File: config.mk
export PLATFORM = sky130hd
export DESIGN_NAME = uart_tx_sequencer
export DESIGN_NICKNAME = d
export VERILOG_FILES = /design/src/rtl/uart_seq_pkg.sv /design/src/rtl/cpu_bus_access.sv /design/src/rtl/uart_tx_sequencer.sv
export SDC_FILE = /design/constraint.sdc
export NUM_CORES = 1
export LEC_CHECK = 0
export BUFFER_PORTS_ARGS = -buffer_cell sky130_fd_sc_hd__buf_2
export CAP_MARGIN = 30
export CORE_MARGIN = 4
export CORE_UTILIZATION = 50
export CTS_CLUSTER_SIZE = 8
export DETAILED_ROUTE_END_ITERATION = 8
export GPL_TIMING_DRIVEN = 0
export HOLD_SLACK_MARGIN = 0.12
export PLACE_DENSITY = 0.79
export REMOVE_ABC_BUFFERS = 1
export SLEW_MARGIN = 20
export SYNTH_ARGS = -nofsm -noshare
export SYNTH_HDL_FRONTEND = slang
export SYNTH_SLANG_ARGS = --single-unit
export TNS_END_PERCENT = 50
File: constraint.sdc
create_clock -name CLK -period 1.9 [get_ports CLK]
set_input_delay 0.095 -clock CLK [delete_from_list [all_inputs] [get_ports CLK]]
set_output_delay 0.095 -clock CLK [all_outputs]
set_load 0.005 [all_outputs]
File: src/rtl/uart_seq_pkg.sv
// Shared declarations for uart_tx_sequencer: FSM states, UART register map, status bits, commands.
// Latency: none (types and constants only).
// Backpressure: none.
package uart_seq_pkg;

   typedef enum logic [3:0] {
      S_IDLE,
      S_WR_BAUD,
      S_WR_EN,
      S_WR_MASK,
      S_POLL,
      S_WR_DATA,
      S_WR_GO,
      S_DRAIN,
      S_WR_STOP,
      S_WR_DIS
   } state_e;

   // Peripheral register addresses
   localparam logic [1:0] REG_STATUS  = 2'd0;
   localparam logic [1:0] REG_INTMASK = 2'd1;
   localparam logic [1:0] REG_DATA    = 2'd2;
   localparam logic [1:0] REG_BAUD    = 2'd3;

   // Status register bit positions
   localparam int ST_EN     = 0;
   localparam int ST_GO     = 1;
   localparam int ST_FULL   = 2;
   localparam int ST_TXBUSY = 3;

   // Values written to the status register
   localparam logic [7:0] CMD_DIS = 8'h00;
   localparam logic [7:0] CMD_EN  = 8'h01;
   localparam logic [7:0] CMD_GO  = 8'h03;

endpackage

File: src/rtl/cpu_bus_access.sv
// Two-cycle CPU bus engine: STROBE (NCS low, NO or NW low) then RECOVER (bus released).
// Latency: strobe starts the edge after req_i is seen while free; ack_o is high for the whole STROBE cycle.
// Backpressure: req_i is ignored while a STROBE is in flight; the caller holds req_i until ack_o.
module cpu_bus_access (
   input  logic       clk_i,
   input  logic       rst_ni,
   input  logic       req_i,
   input  logic       wr_i,
   input  logic [1:0] addr_i,
   input  logic [7:0] wdata_i,
   output logic       start_o,
   output logic       ack_o,
   output logic [7:0] rdata_o,
   input  logic [7:0] din_i,
   output logic [1:0] addr_o,
   output logic       ncs_o,
   output logic       no_o,
   output logic       nw_o,
   output logic [7:0] dout_o,
   output logic       doe_o
);

   logic       strobe_q, strobe_d;
   logic [1:0] addr_q, addr_d;
   logic       ncs_q, ncs_d, no_q, no_d, nw_q, nw_d, doe_q, doe_d;
   logic [7:0] dout_q, dout_d;

   // The caller samples rdata_o on the edge that ends STROBE, i.e. while ack_o is high
   assign start_o = req_i & ~strobe_q;
   assign ack_o   = strobe_q;
   assign rdata_o = din_i;

   // Launch a STROBE when free and requested; always release the bus after one STROBE cycle
   always_comb begin
      strobe_d = 1'b0;
      addr_d   = addr_q;
      dout_d   = dout_q;
      ncs_d    = 1'b1;
      no_d     = 1'b1;
      nw_d     = 1'b1;
      doe_d    = 1'b0;
      if (start_o) begin
         strobe_d = 1'b1;
         addr_d   = addr_i;
         ncs_d    = 1'b0;
         no_d     = wr_i;
         nw_d     = ~wr_i;
         doe_d    = wr_i;
         if (wr_i) begin
            dout_d = wdata_i;
         end
      end
   end

   // Bus pin registers; reset releases the bus immediately
   always_ff @(posedge clk_i or negedge rst_ni) begin
      if (!rst_ni) begin
         strobe_q <= 1'b0;
         addr_q   <= 2'd0;
         dout_q   <= 8'h00;
         ncs_q    <= 1'b1;
         no_q     <= 1'b1;
         nw_q     <= 1'b1;
         doe_q    <= 1'b0;
      end else begin
         strobe_q <= strobe_d;
         addr_q   <= addr_d;
         dout_q   <= dout_d;
         ncs_q    <= ncs_d;
         no_q     <= no_d;
         nw_q     <= nw_d;
         doe_q    <= doe_d;
      end
   end

   assign addr_o = addr_q;
   assign ncs_o  = ncs_q;
   assign no_o   = no_q;
   assign nw_o   = nw_q;
   assign dout_o = dout_q;
   assign doe_o  = doe_q;

endmodule

File: src/rtl/uart_tx_sequencer.sv
// Bus master that configures the UART and streams source bytes into its TX FIFO in batches of up to FIFO_DEPTH.
// Latency: start at edge 0 -> first data STROBE in cycle 9; steady state one byte per 4 cycles.
// Backpressure: src_ready pulses once per accepted byte; FIFO-full status or src_valid low keeps it polling.
// Build option UART_SEQ_IRQ_WAIT_EN: DRAIN waits for NINT low on 2 consecutive cycles instead of polling status.
module uart_tx_sequencer
   import uart_seq_pkg::*;
#(
   parameter int FIFO_DEPTH = 16
) (
   input  logic       CLK,
   input  logic       NRST,
   input  logic       start,
   input  logic [7:0] baud_div,
   input  logic [7:0] int_mask,
   input  logic       src_valid,
   input  logic [7:0] src_data,
   input  logic       src_last,
   output logic       src_ready,
   output logic [1:0] ADDR,
   output logic       NCS,
   output logic       NO,
   output logic       NW,
   output logic [7:0] DATA_OUT,
   output logic       DATA_OE,
   input  logic [7:0] DATA_IN,
   input  logic       NINT,
   output logic       busy,
   output logic       done
);

   localparam logic [4:0] DEPTH_C = 5'(FIFO_DEPTH);

   state_e     state_q, state_d;
   logic [4:0] count_q, count_d;
   logic       last_q, last_d;
   logic [7:0] baud_q, baud_d, mask_q, mask_d;
   logic       busy_q, done_q, src_ready_q;

   logic       bus_req, bus_wr, bus_start, bus_ack;
   logic [1:0] bus_addr;
   logic [7:0] bus_wdata, rd_dat;

   // Status bits the FSM never inspects, and NINT in the polling build
   logic unused_inputs;
   assign unused_inputs = ^{rd_dat[7:4], rd_dat[3], rd_dat[1:0], NINT};

`ifdef UART_SEQ_IRQ_WAIT_EN
   logic nint_low_q;

   // Remember NINT was low last cycle while draining, so two consecutive lows end the drain
   always_ff @(posedge CLK or negedge NRST) begin
      if (!NRST) begin
         nint_low_q <= 1'b0;
      end else begin
         nint_low_q <= (state_q == S_DRAIN) & ~NINT;
      end
   end
`endif

   // Next state and the single bus request each state issues
   always_comb begin
      state_d   = state_q;
      count_d   = count_q;
      last_d    = last_q;
      baud_d    = baud_q;
      mask_d    = mask_q;
      bus_req   = 1'b0;
      bus_wr    = 1'b1;
      bus_addr  = REG_STATUS;
      bus_wdata = CMD_DIS;
      case (state_q)
         S_IDLE: begin
            if (start) begin
               baud_d  = baud_div;
               mask_d  = int_mask;
               state_d = S_WR_BAUD;
            end
         end
         S_WR_BAUD: begin
            bus_req   = 1'b1;
            bus_addr  = REG_BAUD;
            bus_wdata = baud_q;
            if (bus_ack) state_d = S_WR_EN;
         end
         S_WR_EN: begin
            bus_req   = 1'b1;
            bus_wdata = CMD_EN;
            if (bus_ack) state_d = S_WR_MASK;
         end
         S_WR_MASK: begin
            bus_req   = 1'b1;
            bus_addr  = REG_INTMASK;
            bus_wdata = mask_q;
            if (bus_ack) state_d = S_POLL;
         end
         S_POLL: begin
            bus_req = 1'b1;
            bus_wr  = 1'b0;
            if (bus_ack && !rd_dat[ST_FULL] && src_valid) state_d = S_WR_DATA;
         end
         S_WR_DATA: begin
            bus_req   = 1'b1;
            bus_addr  = REG_DATA;
            bus_wdata = src_data;
            if (bus_ack) begin
               count_d = count_q + 5'd1;
               if (src_last || (count_d == DEPTH_C)) begin
                  last_d  = src_last;
                  state_d = S_WR_GO;
               end else begin
                  state_d = S_POLL;
               end
            end
         end
         S_WR_GO: begin
            bus_req   = 1'b1;
            bus_wdata = CMD_GO;
            if (bus_ack) begin
               count_d = 5'd0;
               state_d = S_DRAIN;
            end
         end
         S_DRAIN: begin
`ifdef UART_SEQ_IRQ_WAIT_EN
            if (!NINT && nint_low_q) state_d = S_WR_STOP;
`else
            bus_req = 1'b1;
            bus_wr  = 1'b0;
            if (bus_ack && !rd_dat[ST_TXBUSY]) state_d = S_WR_STOP;
`endif
         end
         S_WR_STOP: begin
            bus_req   = 1'b1;
            bus_wdata = CMD_EN;
            if (bus_ack) state_d = last_q ? S_WR_DIS : S_POLL;
         end
         S_WR_DIS: begin
            bus_req   = 1'b1;
            bus_wdata = CMD_DIS;
            if (bus_ack) begin
               last_d  = 1'b0;
               state_d = S_IDLE;
            end
         end
         default: state_d = S_IDLE;
      endcase
   end

   // State, batch bookkeeping and registered handshake/status outputs
   always_ff @(posedge CLK or negedge NRST) begin
      if (!NRST) begin
         state_q     <= S_IDLE;
         count_q     <= 5'd0;
         last_q      <= 1'b0;
         baud_q      <= 8'h00;
         mask_q      <= 8'h00;
         busy_q      <= 1'b0;
         done_q      <= 1'b0;
         src_ready_q <= 1'b0;
      end else begin
         state_q     <= state_d;
         count_q     <= count_d;
         last_q      <= last_d;
         baud_q      <= baud_d;
         mask_q      <= mask_d;
         busy_q      <= (state_d != S_IDLE);
         done_q      <= (state_q == S_WR_DIS) & bus_ack;
         src_ready_q <= (state_q == S_WR_DATA) & bus_start;
      end
   end

   cpu_bus_access u_bus (
      .clk_i   (CLK),
      .rst_ni  (NRST),
      .req_i   (bus_req),
      .wr_i    (bus_wr),
      .addr_i  (bus_addr),
      .wdata_i (bus_wdata),
      .start_o (bus_start),
      .ack_o   (bus_ack),
      .rdata_o (rd_dat),
      .din_i   (DATA_IN),
      .addr_o  (ADDR),
      .ncs_o   (NCS),
      .no_o    (NO),
      .nw_o    (NW),
      .dout_o  (DATA_OUT),
      .doe_o   (DATA_OE)
   );

   assign src_ready = src_ready_q;
   assign busy      = busy_q;
   assign done      = done_q;

endmodule

==> impl_results.md, run 1 <==
- Initial antenna violation count: 0
- Most used DFF post-synth: dfrtp_1
- Startpoint Class: register
- Area post-placement: 2400 µm²
- Root cell of the clock tree: clkbuf_8
- Leak pwr: 1.23 nW
- Crit path DAT: 2030 ps
- Initial DRC Count: 133
- Clock buffer depth: 2
- Core Region: 4090 µm²
- CP endpoint: u_bus.addr_o[0]
- Nets: 302
- Commonest cells in the synthesized netlist: 41 x dfrtp_1, 16 x mux2_2, 16 x nand2_1
- Drc violations: 0
- Synth cell types: 46
- Num ports: 55
- Post-route insts no fill: 314
- Worst skew pair latency: 300 ps
- Dpl cells: 285
- IO buf count: 47
- Std-Cell Rows: 23
- First-pass DRT Iterations: 4
- Gate Count Post-Synth: 198
- Final core area utilization: 67.5%
- Design Power: 4.15 mW
- Crit-path max FO: 16
- CTS buffer count: 5
- Max Slew Vio Count: 0
- Antenna cell count: 0
- H-tree depth: 2
- CTS Sinks: 44
- First-pass GRT wire length: 8140 µm
- Die ar.: 5450 µm²
- Starting Density: 53.1%
- Yosys Warn Count: 0
- Total Routing Usage GR: 19.7%
- Die width: 73.9 µm
- RePlAce Congestion: 0.844
- HP Class: in2async
- Vias in the first global route: 1703
- Post-Route Skew: 6.82 ps
- Seq cells post-synth: 44
- Pwr Density: 1500 nW/µm²
- Largest net degree at the start of global routing: 45
- Share of the synthesized area in the top cell type: 47.3%
- Total number of vias: 1795
- Fmax: 545 MHz
- Most frequent cell after synthesis: dfrtp_1
- Relative slew slack: 64.2%
- Post-synthesis sequential area ratio: 51.0%
- Worst r2r dst: u_bus.addr_o[0]
- Post-route minimum period: 1840 ps
- # fillers: 320
- Least-Margin Pin Slew: 535 ps
- Total routed wirelength: 5050 µm
- Reg2reg setup slack: 60 ps
- Area grow syn2layout: 27.2%
- Setup CP Type: reg2reg
- Final setup violation count: 0
- Peak supply drop: 0.000854 V
- Worst r2r path cells: 5
- Critical Path RT: 2100 ps
- Final TNS setup: 0 ps
- Ys async rst share: 100%
- Die Ht: 73.9 µm
- Synthesized area per cell: 11.0 µm²
- Total grt overflow: 0
- Status: finished clean
- Final Hold Fails: 0
- Unrepaired setup endpoints after global routing: yes
- Layout cells sized above 1: 35.6%
- Syn Std Cell Area: 2170 µm²
- RR Startpoint: state_q[1]
- Post-route cell area: 2760 µm²
- WL per Instance: 16.1 µm
- Clock slew at reported path FFs: 80 ps
- DP HPWL: 3230 µm
- Antenna-violating nets left: 0
- Leading area contributor after synthesis: dfrtp_1
- Nature of the critical path endpoint: register
- Final worst-path cycle share: 96.6%
- Max cap viols: 0
- CTS tree: done
- Post-synth EDFFs: 0
- Critical Path Source: state_q[1]
- Synth top area cells: dfrtp_1 47%, mux2_2 8.3%, a22o_1 4.4%, dfstp_2 3.6%, o21ai_0 3.0%
- Via density: 5.72
-- layer usage --
| metal | track usage, % | vias to the layer above | wire length (µm) |
|---|---|---|---|
| met5 | 0 | - | 0 |
| met4 | 8.65 | 0 | 76 |
| met3 | 3.28 | 6 | 241 |
| met2 | 30.2 | 55 | 2550 |
| met1 | 27.3 | 874 | 2190 |
| li1 | - | 860 | - |
-- timing repair --
action	in CTS	in global routing
endpoints found under the setup margin	29	8
endpoints found under the hold margin	59	0
buffers inserted	0	1
resized for setup	6	4
hold buffers	19	0
-- final cells by class --
type | instances | area, µm² | share of cell area [%]
clock buffer | 5 | 68.8 | 2.50
sequential | 44 | 1120 | 40.5
multi-input combinational | 136 | 977 | 35.4
inverter | 8 | 33.8 | 1.23
timing repair buffer | 68 | 453 | 16.4
tap | 50 | 62.6 | 2.27
clock inverter | 3 | 46.3 | 1.68
-- layout by cell type (no fill, tap or decap), types with 3 or more instances in the layout --
| cell type | n |
|---|---|
| dlygate4sd3_1 | 19 |
| nand2_1 | 16 |
| nor2_2 | 3 |
| a22oi_1 | 6 |
| dfstp_2 | 3 |
| clkbuf_8 | 5 |
| nand3_1 | 5 |
| nor3_1 | 3 |
| a31oi_1 | 4 |
| buf_2 | 47 |
| dfrtp_2 | 3 |
| o21ai_0 | 13 |
| a21o_1 | 3 |
| dfrtp_1 | 36 |
| nor2b_1 | 4 |
| mux2_2 | 16 |
| o22ai_1 | 3 |
| inv_1 | 7 |
| a21oi_1 | 12 |
| a22o_1 | 11 |
| nor2_1 | 6 |
-- per-stage QoR --
stage / setup WS [ps] / hold WS [ps]
final: 65.0 / 215
after global routing: 5.31 / 253
after CTS: 33.0 / 189
after detailed placement: -398 / 289
after global placement: -406 / 294
after floorplan: 0.931 / -201
-- cell families (layout without fill, tap and decap cells) --
logic type      count (synthesis)  after routing  share of synthesized area, %
compound gates                 65             65                          21.7
xor+xnor                        2              2                         0.808
fa+ha+maj                       1              1                         0.577
buf+inv                        18             84                          4.44
flops                          44             44                          51.0
mux                            18             18                          9.23
simple gates                   50             50                          12.3
-- critical path, stage by stage, from the launching register on --
cell and delay [ps]:
dfrtp_4 580, or2_2 350, a21oi_1 220, a21boi_2 270, inv_1 110, o31ai_1 220
-- worst min path at each step --
stage	depth (start not counted)	slack (ps)	endpoint	startpoint
3_5_place_dp	1	290	count_q[3]	NRST
4_1_cts	4	190	u_bus.dout_o[7]	src_data[7]
5_1_grt	2	250	count_q[3]	NRST
6_report	2	210	count_q[3]	NRST
3_3_place_gp	1	290	count_q[3]	NRST
2_1_floorplan	0	-200	baud_q[0]	NRST
-- power breakdown --
group | switching (mW) | internal (mW) | leakage [nW]
Clock | 0.326 | 0.396 | 0.0548
Sequential | 0.404 | 1.35 | 0.538
Combinational | 0.892 | 0.777 | 0.640
-- state kept, by name, summed over array words and instances (netlist names) --
signal        cells
u_bus.dout_o      8
src_ready         1
u_bus.ack_o       1
done              1
u_bus.no_o        1
baud_q            8
mask_q            8
u_bus.addr_o      2
busy              1
last_q            1
count_q           5
u_bus.doe_o       1
u_bus.nw_o        1
state_q           4
u_bus.ncs_o       1
Note: power is estimated with default switching activity, not from simulation.
==> run 2: changes to the inputs <==
Settings changed: PLACE_DENSITY 0.79 to 0.75.
==> run 2 against run 1 <==
  * Clock skew is 2.6 ps lower
  * Non-clock buffer count is 1 lower
  * Maximum frequency is 4.2% higher
  * Hold slack worse by 24 ps
  * First-iteration DRC count is 60% lower
  * Sequential share of layout area hardly changed
  * Critical endpoint is now u_bus.dout_o[6]
==> impl_results.md, run 2 (same netlist as run 1, synthesis figures left out) <==
- Status: finished clean
- Die width: 73.9 µm
- Peak supply drop: 0.000729 V
- Starting Density: 53.1%
- Unrepaired setup endpoints after global routing: no
- Core Region: 4090 µm²
- Crit path depth: 5
- CTS tree: done
- Via density: 5.51
- WL per Instance: 15.2 µm
- Total Routing Usage GR: 19.2%
- Final worst-path cycle share: 92.7%
- Worst skew pair latency: 300 ps
- Clock buffer depth: 2
- Drc violations: 0
- Vias in the first global route: 1731
- Relative slew slack: 64.5%
- Design Power: 4.07 mW
- Crit-path max FO: 16
- First-pass GRT wire length: 8090 µm
- Die ar.: 5450 µm²
- Post-route minimum period: 1760 ps
- Reg2reg setup slack: 140 ps
- RePlAce Congestion: 0.798
- Initial DRC Count: 53
- Critical Path Source: state_q[1]
- Total grt overflow: 0
- Setup bufs post-CTS: 0
- CP top delay family: simple AND/OR/NAND/NOR gates
- Antenna-violating nets left: 0
- H-tree depth: 2
- Setup CP Type: reg2reg
- Dpl cells: 285
- Final setup violation count: 0
- # fillers: 321
- Layout cells sized above 1: 35.4%
- Leak pwr: 1.23 nW
- Root cell of the clock tree: clkbuf_8
- Max Slew Vio Count: 0
- Die Ht: 73.9 µm
- Area grow syn2layout: 26.8%
- Post-Route Skew: 4.19 ps
- Antenna cell count: 0
- Slowest-stage cell, CP: dfrtp_2
- Least-Margin Pin Slew: 531 ps
- CTS Sinks: 44
- Most common cell after layout, fill and taps aside: buf_2
- WHS: 191 ps
- Critical Path RT: 2140 ps
- Largest net degree at the start of global routing: 45
- Initial antenna violation count: 0
- Clock slew at reported path FFs: 90 ps
- Max cap viols: 0
- Std-Cell Rows: 23
- Pwr Density: 1480 nW/µm²
- Worst r2r dst: u_bus.dout_o[6]
- DP HPWL: 3070 µm
- FF+latch area: 1110 µm²
- Worst r2r path cells: 5
- Most frequent cells in the layout: 47 x buf_2, 36 x dfrtp_1, 19 x dlygate4sd3_1
- Multi-input logic area: 980 µm²
- Total routed wirelength: 4770 µm
- Total number of vias: 1724
- First-pass DRT Iterations: 4
- Startpoint Class: register
- CTS buffer count: 5
- Worst-path cell chain: nand2b_1 -> nor3_2 -> nand2_1 -> o21ai_0 -> a22o_1
- Num ports: 55
- Post-route insts no fill: 313
- Nets: 301
- HP Class: in2async
- RR Startpoint: state_q[1]
- Fmax: 568 MHz
- IO buf count: 47
- Crit path buf inv count: 0
- Crit path DAT: 2000 ps
- Final Hold Fails: 0
- Nature of the critical path endpoint: register
- CP max stage delay: 530 ps
-- run 2: changes by cell type in the layout (fill, tap and decap cells not counted) --
cell / delta
buf_4: -1
dfrtp_2: +1
dfrtp_4: -1
nor2_1: +1
nor2_2: -1
nor3b_1: -1
nor3b_2: +1
-- run 2: through the flow --
stage / setup TNS [ps] / area (µm²) / utilization, % / setup slack [ps]
2_1_floorplan: 0 / 2100 / - / 0.931
3_3_place_gp: -1640 / 2400 / 58.7 / -363
3_5_place_dp: -1570 / 2400 / 58.7 / -351
4_1_cts: 0 / 2720 / 66.5 / 3.51
5_1_grt: 0 / 2750 / 67.3 / 0.606
6_report: 0 / 2750 / 67.3 / 139
-- run 2: worst register-to-register path, stage by stage (launching register included) --
cell,delay [ps]
dfrtp_2,530
nand2b_1,370
nor3_2,410
nand2_1,120
o21ai_0,120
a22o_1,160
-- run 2: power by group --
part | switching [mW] | leakage (nW) | internal (mW) | total [mW]
logic | 0.811 | 0.639 | 0.768 | 1.58
clock network | 0.332 | 0.0548 | 0.396 | 0.728
registers | 0.423 | 0.538 | 1.34 | 1.77
-- run 2: what timing repair did --
| action | in CTS | in global routing |
|---|---|---|
| gates resized for setup | 4 | 5 |
| pin swaps | 0 | 3 |
| setup endpoints to repair | 26 | 12 |
| hold buffers | 19 | 0 |
| endpoints found under the hold margin | 60 | 0 |
-- run 2: how the worst max path moves through the flow --
stage,slack (ps),endpoint
2_1_floorplan,0.9,busy
3_3_place_gp,-360,busy
3_5_place_dp,-350,busy
4_1_cts,4,busy
5_1_grt,0.6,busy
6_report,140,u_bus.dout_o[6]
-- run 2: routing by layer --
layer	vias up	GRT usage [%]	share of wire, %
li1	853	-	-
met1	830	26.0	46
met2	34	30.2	49
met3	7	5.34	4.0
met4	0	5.23	1.2
met5	-	0	0
-- run 2: final cells by class --
cell class | instances | area share [%]
flip-flops and latches | 44 | 40.5
multi-input cells | 136 | 35.6
repair buffers | 67 | 16.2
clock buffers | 5 | 2.50
well taps | 50 | 2.27
clock inverters | 3 | 1.68
inverters | 8 | 1.23
==> run 3: changes to the inputs <==
Settings changed: CORE_UTILIZATION 50 to 52, PLACE_DENSITY 0.75 to 0.77, SKIP_CTS_REPAIR_TIMING set to 1.
==> run 3 against run 2 <==
  * Largest cell class unchanged
  * Critical endpoint is now busy
  * Highest routed layer unchanged
  * Sequential share of layout area shrank 0.13 points
  * Clock power is essentially flat
  * Utilization grew 1.2 points
==> impl_results.md, run 3 (same netlist as run 1, synthesis figures left out) <==
- Max Slew Vio Count: 0
- Num ports: 55
- Die Ht: 72.6 µm
- Net Switching: 1.59 mW
- Drc violations: 0
- IO buf count: 47
- Global-route met2 utilization: 28.8%
- First-pass DRT Iterations: 4
- Peak supply drop: 0.000830 V
- Nature of the critical path endpoint: register
- Leak pwr: 1.24 nW
- Gate power share: 40.2%
- RePlAce Congestion: 0.828
- GR met1 Demand/Resource: 25.5%
- Final setup violation count: 0
- CP max stage delay: 560 ps
- Clock slew at reported path FFs: 80 ps
- CTS buffer count: 5
- First-pass GRT wire length: 7630 µm
- GR Util met3: 5.10%
- Final worst-path cycle share: 92.8%
- Switching Share: 38.6%
- Area post-placement: 2400 µm²
- CP top delay family: compound AO/OA/AOI/OAI gates
- Startpoint Class: register
- Setup CP Type: reg2reg
- Most frequent cells in the layout: 47 x buf_2, 36 x dfrtp_1, 19 x dlygate4sd3_1
- CTS Sinks: 44
- Antenna cell count: 0
- Most common cell after layout, fill and taps aside: buf_2
- Cell Int Power: 2.53 mW
- Critical Path Source: state_q[2]
- Critical Path RT: 2070 ps
- Initial DRC Count: 101
- Worst-path cell chain: nor3b_1 -> a22oi_2 -> o221ai_2 -> a2111oi_2 -> o211ai_1
- Clock share of power: 17.7%
- Slowest-stage cell, CP: dfrtp_4
- Die width: 72.6 µm
- Max cap viols: 0
- Total grt overflow: 0
- Post-route minimum period: 1760 ps
- Grt peak-use layer: met2
- Vias in the first global route: 1603
- Crit path DAT: 1930 ps
- Starting Density: 53.8%
- Initial antenna violation count: 0
- Least-Margin Pin Slew: 527 ps
- Layout cells sized above 1: 35.2%
- Fmax: 567 MHz
- DP HPWL: 3210 µm
- WHS: 202 ps
- Nets: 302
- Post-route cell area: 2760 µm²
- Via density: 5.63
- Area grow syn2layout: 27.2%
- Antenna-violating nets left: 0
- Die ar.: 5270 µm²
- Clock buffer depth: 2
- Status: finished clean
- HP Class: in2async
- Worst skew pair latency: 300 ps
- WL per Instance: 15.5 µm
- Total number of vias: 1768
- Total Routing Usage GR: 18.6%
- Largest net degree at the start of global routing: 45
- Total routed wirelength: 4880 µm
- Final Hold Fails: 0
- Core Region: 4030 µm²
- Crit path buf inv count: 0
- H-tree depth: 2
- Unrepaired setup endpoints after global routing: no
- Sequential share of power: 42.0%
- Root cell of the clock tree: clkbuf_8
- Relative slew slack: 64.7%
- CTS tree: done
- Crit-path max FO: 14
- Std-Cell Rows: 23
- Pwr Density: 1490 nW/µm²
- Post-Route Skew: 6.82 ps
- RR Startpoint: state_q[2]
run 3: final timing paths:
kind                                        end  slack [ps]  cells past startpoint
worst max register to register             busy         140                      5
min in group CLK                u_bus.dout_o[7]         220                      4
max in group asynchronous            u_bus.nw_o        1180                      3
worst min-delay path                 count_q[3]         200                      2
worst min register to register  u_bus.addr_o[0]         490                      2
worst max-delay path                       busy         140                      5
run 3: area by class of cell:
type,count,area (µm²)
Tap cell,50,62.6
Clock buffer,5,68.8
Inverter,8,30.0
Timing Repair Buffer,68,459
Sequential cell,44,1110
Clock inverter,3,47.5
Fill cell,305,1270
Multi-Input combinational cell,136,977
run 3: per-stage QoR:
step	worst slack [ps]	power (mW)	util, %	instances	TNS (ps)
2_1_floorplan	0.931	2.79	-	188	0
3_3_place_gp	-383	3.23	59.6	285	-1960
3_5_place_dp	-365	3.28	59.6	285	-1630
4_1_cts	-375	4.02	62.5	293	-1880
5_1_grt	3.61	4.41	68.5	314	0
6_report	137	4.11	68.5	314	0
run 3: metal layers:
layer	vias up	wire length [µm]
met5	-	0
met1	854	2130
met4	0	55
met3	6	254
met2	45	2440
li1	863	-
run 3: power groups by stage:
stage | logic (mW) | clock network [mW] | registers (mW)
after floorplan | 1.13 | 0 | 1.66
after global placement | 1.49 | 0 | 1.74
after detailed placement | 1.53 | 0 | 1.75
after CTS | 1.54 | 0.749 | 1.73
after global routing | 1.84 | 0.784 | 1.78
final | 1.65 | 0.729 | 1.73
run 3: worst register-to-register path, cell delays in order (launching register included):
cell and delay, ps:
dfrtp_4 560, nor3b_1 210, a22oi_2 240, o221ai_2 140
a2111oi_2 360, o211ai_1 130
